File: config.mk
export PLATFORM = sky130hd
export DESIGN_NAME = fir_stream_driver_flat
export DESIGN_NICKNAME = d
export VERILOG_FILES = /design/src/rtl/fir_stream_driver_if.sv /design/src/rtl/fir_stream_driver.sv /design/src/flat_wrapper.sv
export SDC_FILE = /design/constraint.sdc
export NUM_CORES = 1
export LEC_CHECK = 0
export CAP_MARGIN = 25
export CORE_MARGIN = 4
export CORE_UTILIZATION = 52
export DETAILED_ROUTE_END_ITERATION = 12
export GPL_TIMING_DRIVEN = 0
export PLACE_DENSITY = 0.87
export SYNTH_ARGS = -nofsm -noshare
export SYNTH_HDL_FRONTEND = slang
export SYNTH_SLANG_ARGS = --single-unit
File: constraint.sdc
create_clock -name clk -period 5.6 [get_ports clk]
set_clock_uncertainty 0.1 [all_clocks]
set_input_delay 0.56 -clock clk [delete_from_list [all_inputs] [get_ports clk]]
set_output_delay 0.56 -clock clk [all_outputs]
set_load 0.005 [all_outputs]
File: src/rtl/fir_stream_driver_if.sv
// Stream/FIR handshake bundle for fir_stream_driver.
//   s_*      upstream sample port (valid/ready)
//   fir_*    serial FIR filter port (input/output valid pulses)
//   m_*      downstream result port (valid/ready)
// The master modport is the driver's view; slave is the environment's view.
interface fir_stream_driver_if #(
  parameter int unsigned WIDTH     = 16,
  parameter int unsigned OUT_WIDTH = 38
);
  logic [WIDTH-1:0]     s_data;
  logic                 s_valid;
  logic                 s_ready;
  logic [WIDTH-1:0]     fir_in;
  logic                 fir_in_valid;
  logic [OUT_WIDTH-1:0] fir_out;
  logic                 fir_out_valid;
  logic [OUT_WIDTH-1:0] m_data;
  logic                 m_valid;
  logic                 m_ready;

  modport master (
    input  s_data, s_valid, fir_out, fir_out_valid, m_ready,
    output s_ready, fir_in, fir_in_valid, m_data, m_valid
  );

  modport slave (
    output s_data, s_valid, fir_out, fir_out_valid, m_ready,
    input  s_ready, fir_in, fir_in_valid, m_data, m_valid
  );
endinterface

File: src/rtl/fir_stream_driver.sv
// Initiator-side driver for a serial FIR filter.
// Buffers upstream samples in a FIFO, issues one sample at a time to the FIR with a one-cycle
// fir_in_valid pulse, waits (with watchdog) for fir_out_valid, and presents the captured result
// downstream until accepted.
// Ports:
//   clk          rising-edge clock
//   rst          asynchronous active-low reset
//   bus          fir_stream_driver_if.master (s_*, fir_*, m_* handshakes)
//   busy         FSM not idle
//   timeout_err  sticky watchdog error, cleared only by reset
//   fifo_count   entries currently buffered
module fir_stream_driver #(
  parameter int unsigned WIDTH     = 16,
  parameter int unsigned OUT_WIDTH = 38,
  parameter int unsigned DEPTH     = 8,
  parameter int unsigned TIMEOUT   = 255
) (
  input  logic                   clk,
  input  logic                   rst,
  fir_stream_driver_if.master    bus,
  output logic                   busy,
  output logic                   timeout_err,
  output logic [$clog2(DEPTH):0] fifo_count
);

  localparam int unsigned PtrW = $clog2(DEPTH);
  localparam int unsigned CntW = $clog2(TIMEOUT + 1);
  localparam logic [PtrW:0]   FullCount  = DEPTH[PtrW:0];
  localparam logic [CntW-1:0] TimeoutVal = TIMEOUT[CntW-1:0];

  typedef enum logic [1:0] {StIdle, StIssue, StWait, StHold} state_e;

  state_e state_q, state_d;

  logic [WIDTH-1:0] mem_q [DEPTH];
  logic [PtrW-1:0]  wr_ptr_q, wr_ptr_d;
  logic [PtrW-1:0]  rd_ptr_q, rd_ptr_d;
  logic [PtrW:0]    count_q, count_d;
  logic             s_ready;
  logic             push;
  logic             pop;

  logic [WIDTH-1:0]     fir_in_q, fir_in_d;
  logic [OUT_WIDTH-1:0] m_data_q, m_data_d;
  logic                 m_valid_q, m_valid_d;
  logic                 timeout_err_q, timeout_err_d;
  logic [CntW-1:0]      wait_cnt_q, wait_cnt_d;
  logic                 timed_out;

  // ---------------- FIFO ----------------
  assign s_ready   = (count_q < FullCount);
  assign push      = bus.s_valid && s_ready;
  // The head is popped on the same edge that moves IDLE -> ISSUE.
  assign pop       = (state_q == StIdle) && (count_q != '0);
  assign timed_out = (wait_cnt_q == TimeoutVal);

  always_comb begin
    wr_ptr_d = wr_ptr_q;
    rd_ptr_d = rd_ptr_q;
    count_d  = count_q;
    if (push) wr_ptr_d = wr_ptr_q + PtrW'(1);
    if (pop)  rd_ptr_d = rd_ptr_q + PtrW'(1);
    case ({push, pop})
      2'b10:   count_d = count_q + (PtrW+1)'(1);
      2'b01:   count_d = count_q - (PtrW+1)'(1);
      default: count_d = count_q;
    endcase
  end

  // Storage needs no reset: only entries below count are ever read.
  always_ff @(posedge clk) begin
    if (push) mem_q[wr_ptr_q] <= bus.s_data;
  end

  always_ff @(posedge clk or negedge rst) begin
    if (!rst) begin
      wr_ptr_q <= '0;
      rd_ptr_q <= '0;
      count_q  <= '0;
    end else begin
      wr_ptr_q <= wr_ptr_d;
      rd_ptr_q <= rd_ptr_d;
      count_q  <= count_d;
    end
  end

  // ---------------- FSM: state register ----------------
  always_ff @(posedge clk or negedge rst) begin
    if (!rst) state_q <= StIdle;
    else      state_q <= state_d;
  end

  // ---------------- FSM: next state ----------------
  always_comb begin
    state_d = state_q;
    case (state_q)
      StIdle:  if (count_q != '0) state_d = StIssue;
      StIssue: state_d = StWait;
      // A result arriving on the timeout cycle takes priority over the abort.
      StWait: begin
        if (bus.fir_out_valid) state_d = StHold;
        else if (timed_out)    state_d = StIdle;
      end
      StHold:  if (m_valid_q && bus.m_ready) state_d = StIdle;
      default: state_d = StIdle;
    endcase
  end

  // ---------------- Datapath next state ----------------
  always_comb begin
    fir_in_d      = fir_in_q;
    m_data_d      = m_data_q;
    m_valid_d     = m_valid_q;
    timeout_err_d = timeout_err_q;
    wait_cnt_d    = wait_cnt_q;
    if (pop) fir_in_d = mem_q[rd_ptr_q];
    case (state_q)
      StIssue: wait_cnt_d = '0;
      StWait: begin
        if (bus.fir_out_valid) begin
          m_data_d  = bus.fir_out;
          m_valid_d = 1'b1;
        end else if (timed_out) begin
          timeout_err_d = 1'b1;
        end
        if (!timed_out) wait_cnt_d = wait_cnt_q + CntW'(1);
      end
      StHold:  if (m_valid_q && bus.m_ready) m_valid_d = 1'b0;
      default: ;
    endcase
  end

  always_ff @(posedge clk or negedge rst) begin
    if (!rst) begin
      fir_in_q      <= '0;
      m_data_q      <= '0;
      m_valid_q     <= 1'b0;
      timeout_err_q <= 1'b0;
      wait_cnt_q    <= '0;
    end else begin
      fir_in_q      <= fir_in_d;
      m_data_q      <= m_data_d;
      m_valid_q     <= m_valid_d;
      timeout_err_q <= timeout_err_d;
      wait_cnt_q    <= wait_cnt_d;
    end
  end

  // ---------------- FSM: outputs ----------------
  always_comb begin
    bus.fir_in_valid = (state_q == StIssue);
    busy             = (state_q != StIdle);
    bus.fir_in       = fir_in_q;
    bus.m_data       = m_data_q;
    bus.m_valid      = m_valid_q;
    bus.s_ready      = s_ready;
    timeout_err      = timeout_err_q;
    fifo_count       = count_q;
  end

endmodule

File: src/flat_wrapper.sv
// flat-port wrapper written by rule: the top's interface ports become plain ports
module fir_stream_driver_flat 
#(
  parameter int unsigned WIDTH     = 16,
  parameter int unsigned OUT_WIDTH = 38,
  parameter int unsigned DEPTH     = 8,
  parameter int unsigned TIMEOUT   = 255
)
  (clk, rst, busy, timeout_err, fifo_count, bus_s_data, bus_s_valid, bus_fir_out, bus_fir_out_valid, bus_m_ready, bus_s_ready, bus_fir_in, bus_fir_in_valid, bus_m_data, bus_m_valid);
  fir_stream_driver_if #(.WIDTH(WIDTH), .OUT_WIDTH(OUT_WIDTH)) bus_i ();
  input  logic clk;
  input  logic rst;
  output logic busy;
  output logic timeout_err;
  output logic [$clog2(DEPTH):0] fifo_count;
  input wire logic [$bits(bus_i.s_data)-1:0] bus_s_data;
  input wire logic [$bits(bus_i.s_valid)-1:0] bus_s_valid;
  input wire logic [$bits(bus_i.fir_out)-1:0] bus_fir_out;
  input wire logic [$bits(bus_i.fir_out_valid)-1:0] bus_fir_out_valid;
  input wire logic [$bits(bus_i.m_ready)-1:0] bus_m_ready;
  output wire logic [$bits(bus_i.s_ready)-1:0] bus_s_ready;
  output wire logic [$bits(bus_i.fir_in)-1:0] bus_fir_in;
  output wire logic [$bits(bus_i.fir_in_valid)-1:0] bus_fir_in_valid;
  output wire logic [$bits(bus_i.m_data)-1:0] bus_m_data;
  output wire logic [$bits(bus_i.m_valid)-1:0] bus_m_valid;
  assign bus_i.s_data = bus_s_data;
  assign bus_i.s_valid = bus_s_valid;
  assign bus_i.fir_out = bus_fir_out;
  assign bus_i.fir_out_valid = bus_fir_out_valid;
  assign bus_i.m_ready = bus_m_ready;
  assign bus_s_ready = bus_i.s_ready;
  assign bus_fir_in = bus_i.fir_in;
  assign bus_fir_in_valid = bus_i.fir_in_valid;
  assign bus_m_data = bus_i.m_data;
  assign bus_m_valid = bus_i.m_valid;
  fir_stream_driver #(.WIDTH(WIDTH), .OUT_WIDTH(OUT_WIDTH), .DEPTH(DEPTH), .TIMEOUT(TIMEOUT)) u_core (.clk(clk), .rst(rst), .bus(bus_i), .busy(busy), .timeout_err(timeout_err), .fifo_count(fifo_count));
endmodule
== Yosys cells after proc, flatten, opt, wreduce, memory -nomap -nowiden ==
Memory sizes are Yosys's and may differ from the RTL's. A register that Yosys moved wholly into a read port is not among the register bits.
Cells that the tools add are included.

* Register bits: 60
* Output and inout port bits: 63
* Word-level logic and storage cells: 55
* Latch bits: 0
* Memories kept: 1
* Bits in writable memories: 128
* Input port bits: 59
* Memory bits (read-only): 0

* Shift-type cells: 0
* Mux-type cells: 13
* Bitwise operators: 1
* Reduce and logical (&&, ||, !) cells: 15
* $lt $le $gt $ge: 1
* Add/subtract/negate cells: 5
* $mul: 0
* Div/mod/pow operators: 0
* Equal/unequal tests: 11

{| class="wikitable"
|+ Memories
! memory !! depth !! bits a word !! read ports !! clocked after memory_dff !! wr ports !! RTL line !! RTL
|-
| u_core.mem_q || 8 || 16 || 1 || 1 || 1 || fir_stream_driver.sv:35 || <nowiki>logic [WIDTH-1:0] mem_q [DEPTH];</nowiki>
|}

{| class="wikitable"
|+ Operators by type and width
! operator !! count
|-
| case mux 8 bit (2 select lines) || 1
|-
| AND reduction 3 bit || 3
|-
| adder 8 x 1 -> 8 bit, second input constant || 1
|-
| equality test 8 bit, second input constant || 1
|-
| two-way mux 2 bit || 4
|-
| two-way mux 8 bit || 1
|-
| case mux 2 bit (4 select lines) || 1
|-
| case mux 4 bit (2 select lines) || 1
|-
| nonzero test 2 bit || 4
|-
| adder 3 x 1 -> 3 bit, second input constant || 2
|-
| equality test 2 bit, second input constant || 3
|-
| != test 2 bit, second input constant || 3
|-
| adder 4 x 1 -> 4 bit, second input constant || 1
|-
| equality test 2 x 1 -> 1 bit, second input constant || 2
|-
| < comparator 4 bit, second input constant || 1
|-
| two-way mux 1 bit || 4
|-
| AND reduction 2 bit || 2
|-
| nonzero test 4 bit || 1
|-
| subtractor 4 x 1 -> 4 bit, second input constant || 1
|-
| logical AND 1 bit || 3
|-
| != test 3 x 2 -> 1 bit, second input constant || 1
|-
| zero test 2 bit || 1
|-
| != test 2 x 1 -> 1 bit, second input constant || 1
|-
| case mux 1 bit (2 select lines) || 1
|-
| other kinds (2) || 2
|}

== Longest topological paths before layout ==
* Depth after elaboration: 4
* Depth in mapped cells: 11
* Mapped depth without buffers: 9

== Worst setup path before layout ==
Ideal clock, no wire load.

* Path kind: input-to-reg
* From: input bus_s_valid
* To: memory u_core.mem_q[0][0], enable pin
* Path slack: 2913 ps
* Arrival: 2178 ps
* Path buffers: 0
* Setup time: 409 ps
* Data required time: 5091 ps
* Cell stages on the path: 3
* Cells stage by stage: nor2b_1 > nand2b_1 > nor3_1

* Word-level cells in the longest chain between the ends: 3

{| class="wikitable"
|+ RTL lines
! element !! RTL line !! RTL
|-
| start, declared || flat_wrapper.sv:17 || <nowiki>input wire logic [$bits(bus_i.s_valid)-1:0] bus_s_valid;</nowiki>
|-
| logical AND 1 bit || fir_stream_driver.sv:52 || <nowiki>assign push = bus.s_valid && s_ready;</nowiki>
|-
| two-way mux 1 bit || fir_stream_driver.sv:72 || <nowiki>if (push) mem_q[wr_ptr_q] <= bus.s_data;</nowiki>
|-
| two-way mux 1 bit (not written as such) || fir_stream_driver.sv:72 ||
|-
| end, declared || fir_stream_driver.sv:35 ||
|}

No other way between the ends.

== Final worst setup path ==
* From: register u_core.state_q[0]
* To: register u_core.count_q[2] (netlist: u_core.fifo_count[2])

* Word-level cells in the longest chain between the ends: 4
* Elaborated cells on any way between the ends: 6
* Classes of those cells: eq/ne (2); mux (1); reduce/logical (3)

{| class="wikitable"
|+ RTL lines
! element !! RTL line !! RTL
|-
| start, declared || fir_stream_driver.sv:33 || <nowiki>state_e state_q, state_d;</nowiki>
|-
| start signal, assigned || fir_stream_driver.sv:89 || <nowiki>if (!rst) state_q <= StIdle;</nowiki>
|-
| start signal, assigned || fir_stream_driver.sv:90 || <nowiki>else state_q <= state_d;</nowiki>
|-
| zero test 2 bit (*) || fir_stream_driver.sv:54 || <nowiki>assign pop = (state_q == StIdle) && (count_q != '0);</nowiki>
|-
| logical AND 1 bit (*) || fir_stream_driver.sv:54 ||
|-
| net u_core.pop || fir_stream_driver.sv:41 || <nowiki>logic pop;</nowiki>
|-
| equality test 2 x 1 -> 1 bit / equality test 2 bit (equally long branches) || fir_stream_driver.sv:63 || <nowiki>case ({push, pop})</nowiki>
|-
| case mux 4 bit (2 select lines) / nonzero test 2 bit (equally long branches) || n/a ||
|-
| end signal, assigned || fir_stream_driver.sv:83 || <nowiki>count_q <= count_d;</nowiki>
|-
| end, declared || fir_stream_driver.sv:38 || <nowiki>logic [PtrW:0] count_q, count_d;</nowiki>
|}

The timed path passes the listed nets; every way through them passes the cells marked *.
A chain may end at the register's enable or synchronous reset.

==> metrics <==
GRT Resource Usage Total=20.7%; register area=0.00575 mm2; area of the multi-input gates=0.00219 mm2; final hold violation count=0; cell occurring most often along the worst timing path=sky130_fd_sc_hd__xor2_1; Clock Sinks=204; Critical Path Slowest Stage Cell=sky130_fd_sc_hd__buf_2; critical path required time=5.86 ns; antenna viol nets, final=0; number of antenna violations at the first check in global routing=0; flops & latches, synth=204; Die Outline Area=0.0176 mm2; leakage power total=0.00390 uW; worst min path class=input port to async pin; Final setup violation count=0; top-level I/O count=122; element type at the critical path start=flip-flop; global-route wire length before repair=28500 um; clock buffers created by TritonCTS=21; synthesized net count=517; final cell utilization of the core=68.9%; peak supply drop=0.344 mV; last weighted congestion value of the routability-driven placer=0.872; Arr. time, crit path=3.10 ns; Slew HR=36.1%; clock-pin slew on the worst setup and hold paths=0.06 ns; area share of the largest cell type after synthesis=47.5%; CTS max path bufs=3; number of buffers inserted by hold repair at cts=1; number of H-tree branching levels=1; peak clock frequency supported by timing=0.352 GHz; number of distinct library cells after synthesis=39; per-cell routed wire length=22.1 um; number of design-rule violations left by the first detailed-router iteration=319; CTS tree=done; number of gates resized after cts=0; clock period minus final worst setup slack=2.84 ns; Port Buf Inserts=121; Die Ht=133 um; Critical Path Sink Type=flip-flop; Worst path max stage delay=0.39 ns; Layout fillers=922; critical path type=flip-flop to flip-flop; Die Wd=133 um; cells taking the most area after synthesis=sky130_fd_sc_hd__edfxtp_1 (48%), sky130_fd_sc_hd__dfrtp_1 (24%), sky130_fd_sc_hd__mux4_2 (8.9%); count of maximum capacitance violations=0; total number of placement rows=45; async set-reset flop share out of synthesis=37.3%; final max-slew violation count=0; n_diodes=0; CP Cell Sequence=buf_6 > or2_4 > a21oi_4 > buf_2 > ha_1 > xor2_1 > ha_1 > a21oi_1 > xor2_1 > nor2_1 > xor2_1; via count=4631; Synth top cells by count=sky130_fd_sc_hd__edfxtp_1 (128), sky130_fd_sc_hd__dfrtp_1 (76), sky130_fd_sc_hd__mux2_2 (32), sky130_fd_sc_hd__mux4_2 (32), sky130_fd_sc_hd__nor2_1 (28); main flop type after synthesis=sky130_fd_sc_hd__edfxtp_1; detailed-route vias per instance=5.72; Post-CTS Setup Bufs=0; sequential share of the synthesized area=71.0%; share of the clock period used by the worst path=50.7%; core region area=0.0152 mm2; Synth Area per Inst=17.9 um2; via count of the first global-routing pass=5030; crit-path max FO=11; count of flip-flops with a built-in enable after synthesis=128; count of unresolved DRC violations after routing=0; maximum number of pins on one net before global-route repair=73; power density normalized to cell area=546 mW/mm2; Total Nets Final=672; First-pass DRT Iterations=4; GRT overflow=0; Detail Placement HPWL=11800 um; proportion of layout cells with a drive suffix above 1=24.0%; warnings from Yosys=0; CTS root buf=sky130_fd_sc_hd__clkbuf_16; cell type contributing the most total cell area after synthesis=sky130_fd_sc_hd__edfxtp_1; Worst-Margin Slew=0.953 ns; clock insertion delay at the later pin of the skew report=0.49 ns; initial core utilization=53.2%; total detailed-routing wirelength=17900 um; RSZ-0062 raised after global routing=no; most numerous cell in the Yosys netlist=sky130_fd_sc_hd__edfxtp_1; Netlist Area Pre-Place=0.00809 mm2; run status=complete, no violations; aggregate negative setup slack=0 ns; CP top delay family=buffers and inverters; buffers and inverters on the worst path=2; Area Growth Syn to Fin=29.6%; synthesized instance count=452
[routing by layer]
| metal | up-vias | routed length, um | global-route usage, % |
|---|---|---|---|
| met5 | - | 0 | 0 |
| met4 | 0 | 272 | 4.21 |
| met3 | 29 | 1320 | 4.30 |
| met2 | 201 | 9110 | 35.7 |
| met1 | 2356 | 7140 | 27.6 |
| li1 | 2045 | - | - |
[cell families after synthesis]
| logic type | count (synthesis) | share of synthesized area (%) |
|---|---|---|
| flops | 204 | 71.0 |
| mux | 89 | 17.0 |
| simple gates | 74 | 4.39 |
| compound gates | 45 | 3.47 |
| buf+inv | 25 | 2.18 |
| xor+xnor | 9 | 0.975 |
| fa+ha+maj | 6 | 0.928 |
[stage by stage]
stage | std cells | total power (uW) | hold slack (ns) | instance area, um2 | setup slack, ns
final | 809 | 5720 | 0.322 | 10500 | 2.76
after global routing | 809 | 6010 | 0.309 | 10500 | 2.60
after CTS | 809 | 5780 | 0.306 | 10500 | 2.77
after detailed placement | 771 | 4220 | 0.276 | 9700 | 2.37
after global placement | 761 | 4070 | 0.340 | 9530 | 1.24
after floorplan | 452 | 3300 | 0.164 | 8090 | 2.91
[worst register-to-register path, stage by stage (launching register included)]
cell	delay, ns
sky130_fd_sc_hd__dfrtp_1	0.37
sky130_fd_sc_hd__buf_6	0.14
sky130_fd_sc_hd__or2_4	0.28
sky130_fd_sc_hd__a21oi_4	0.32
sky130_fd_sc_hd__buf_2	0.39
sky130_fd_sc_hd__ha_1	0.32
sky130_fd_sc_hd__xor2_1	0.10
sky130_fd_sc_hd__ha_1	0.18
sky130_fd_sc_hd__a21oi_1	0.14
sky130_fd_sc_hd__xor2_1	0.17
sky130_fd_sc_hd__nor2_1	0.07
sky130_fd_sc_hd__xor2_1	0.14
[final cells by class]
class	instances	area share, %
buffer	23	1.61
timing repair buffer	132	13.0
tap	188	2.24
sequential	204	54.8
clock buffer	26	5.48
inverter	2	0.0716
clock inverter	11	1.85
multi-input combinational	223	20.9
[report_power, final]
| group | leakage (uW) | switching (uW) | internal (uW) |
|---|---|---|---|
| Clock | 0.000374 | 562 | 962 |
| Sequential | 0.00205 | 208 | 1980 |
| Combinational | 0.00147 | 888 | 1120 |
| Total | 0.00390 | 1660 | 4060 |
[worst paths after layout]
check	startpoint	to	slack [ns]	cells after the start
worst max-delay path	u_core.state_q[0]	u_core.fifo_count[2]	2.76	11
worst min-delay path	rst	u_core.bus.m_data[20]	0.32	2
worst max register to register	u_core.state_q[0]	u_core.fifo_count[2]	2.76	11
worst min register to register	u_core.timeout_err	u_core.timeout_err	0.37	1
max in group asynchronous	rst	u_core.bus.fir_in[14]	4.52	3
min in group clk	u_core.timeout_err	u_core.timeout_err	0.37	1
[state kept, by name, indices dropped and copies added (netlist names)]
| signal | flops |
|---|---|
| u_core.bus.fir_in | 16 |
| u_core.bus.m_data | 38 |
| u_core.bus.m_valid | 1 |
| u_core.fifo_count | 4 |
| u_core.mem_q | 128 |
| u_core.rd_ptr_q | 3 |
| u_core.state_q | 2 |
| u_core.timeout_err | 1 |
| u_core.wait_cnt_q | 8 |
| u_core.wr_ptr_q | 3 |
[layout by cell type, fill, tap and decap left out, types with 6 or more instances in the layout]
master,netlist,routed
sky130_fd_sc_hd__buf_2,8,8
sky130_fd_sc_hd__mux2_4,9,9
sky130_fd_sc_hd__mux2i_1,16,16
sky130_fd_sc_hd__clkbuf_16,0,21
sky130_fd_sc_hd__ha_1,6,6
sky130_fd_sc_hd__a21oi_1,25,25
sky130_fd_sc_hd__clkbuf_1,4,6
sky130_fd_sc_hd__edfxtp_1,128,128
sky130_fd_sc_hd__nor2_2,0,6
sky130_fd_sc_hd__nand2_1,17,17
sky130_fd_sc_hd__dfrtp_1,76,76
sky130_fd_sc_hd__clkdlybuf4s50_1,0,120
sky130_fd_sc_hd__mux4_2,32,32
sky130_fd_sc_hd__mux2_2,32,32
sky130_fd_sc_hd__nand3_1,6,6
sky130_fd_sc_hd__buf_6,9,14
sky130_fd_sc_hd__nor2_1,28,22
(Power assumes the default switching activity.)
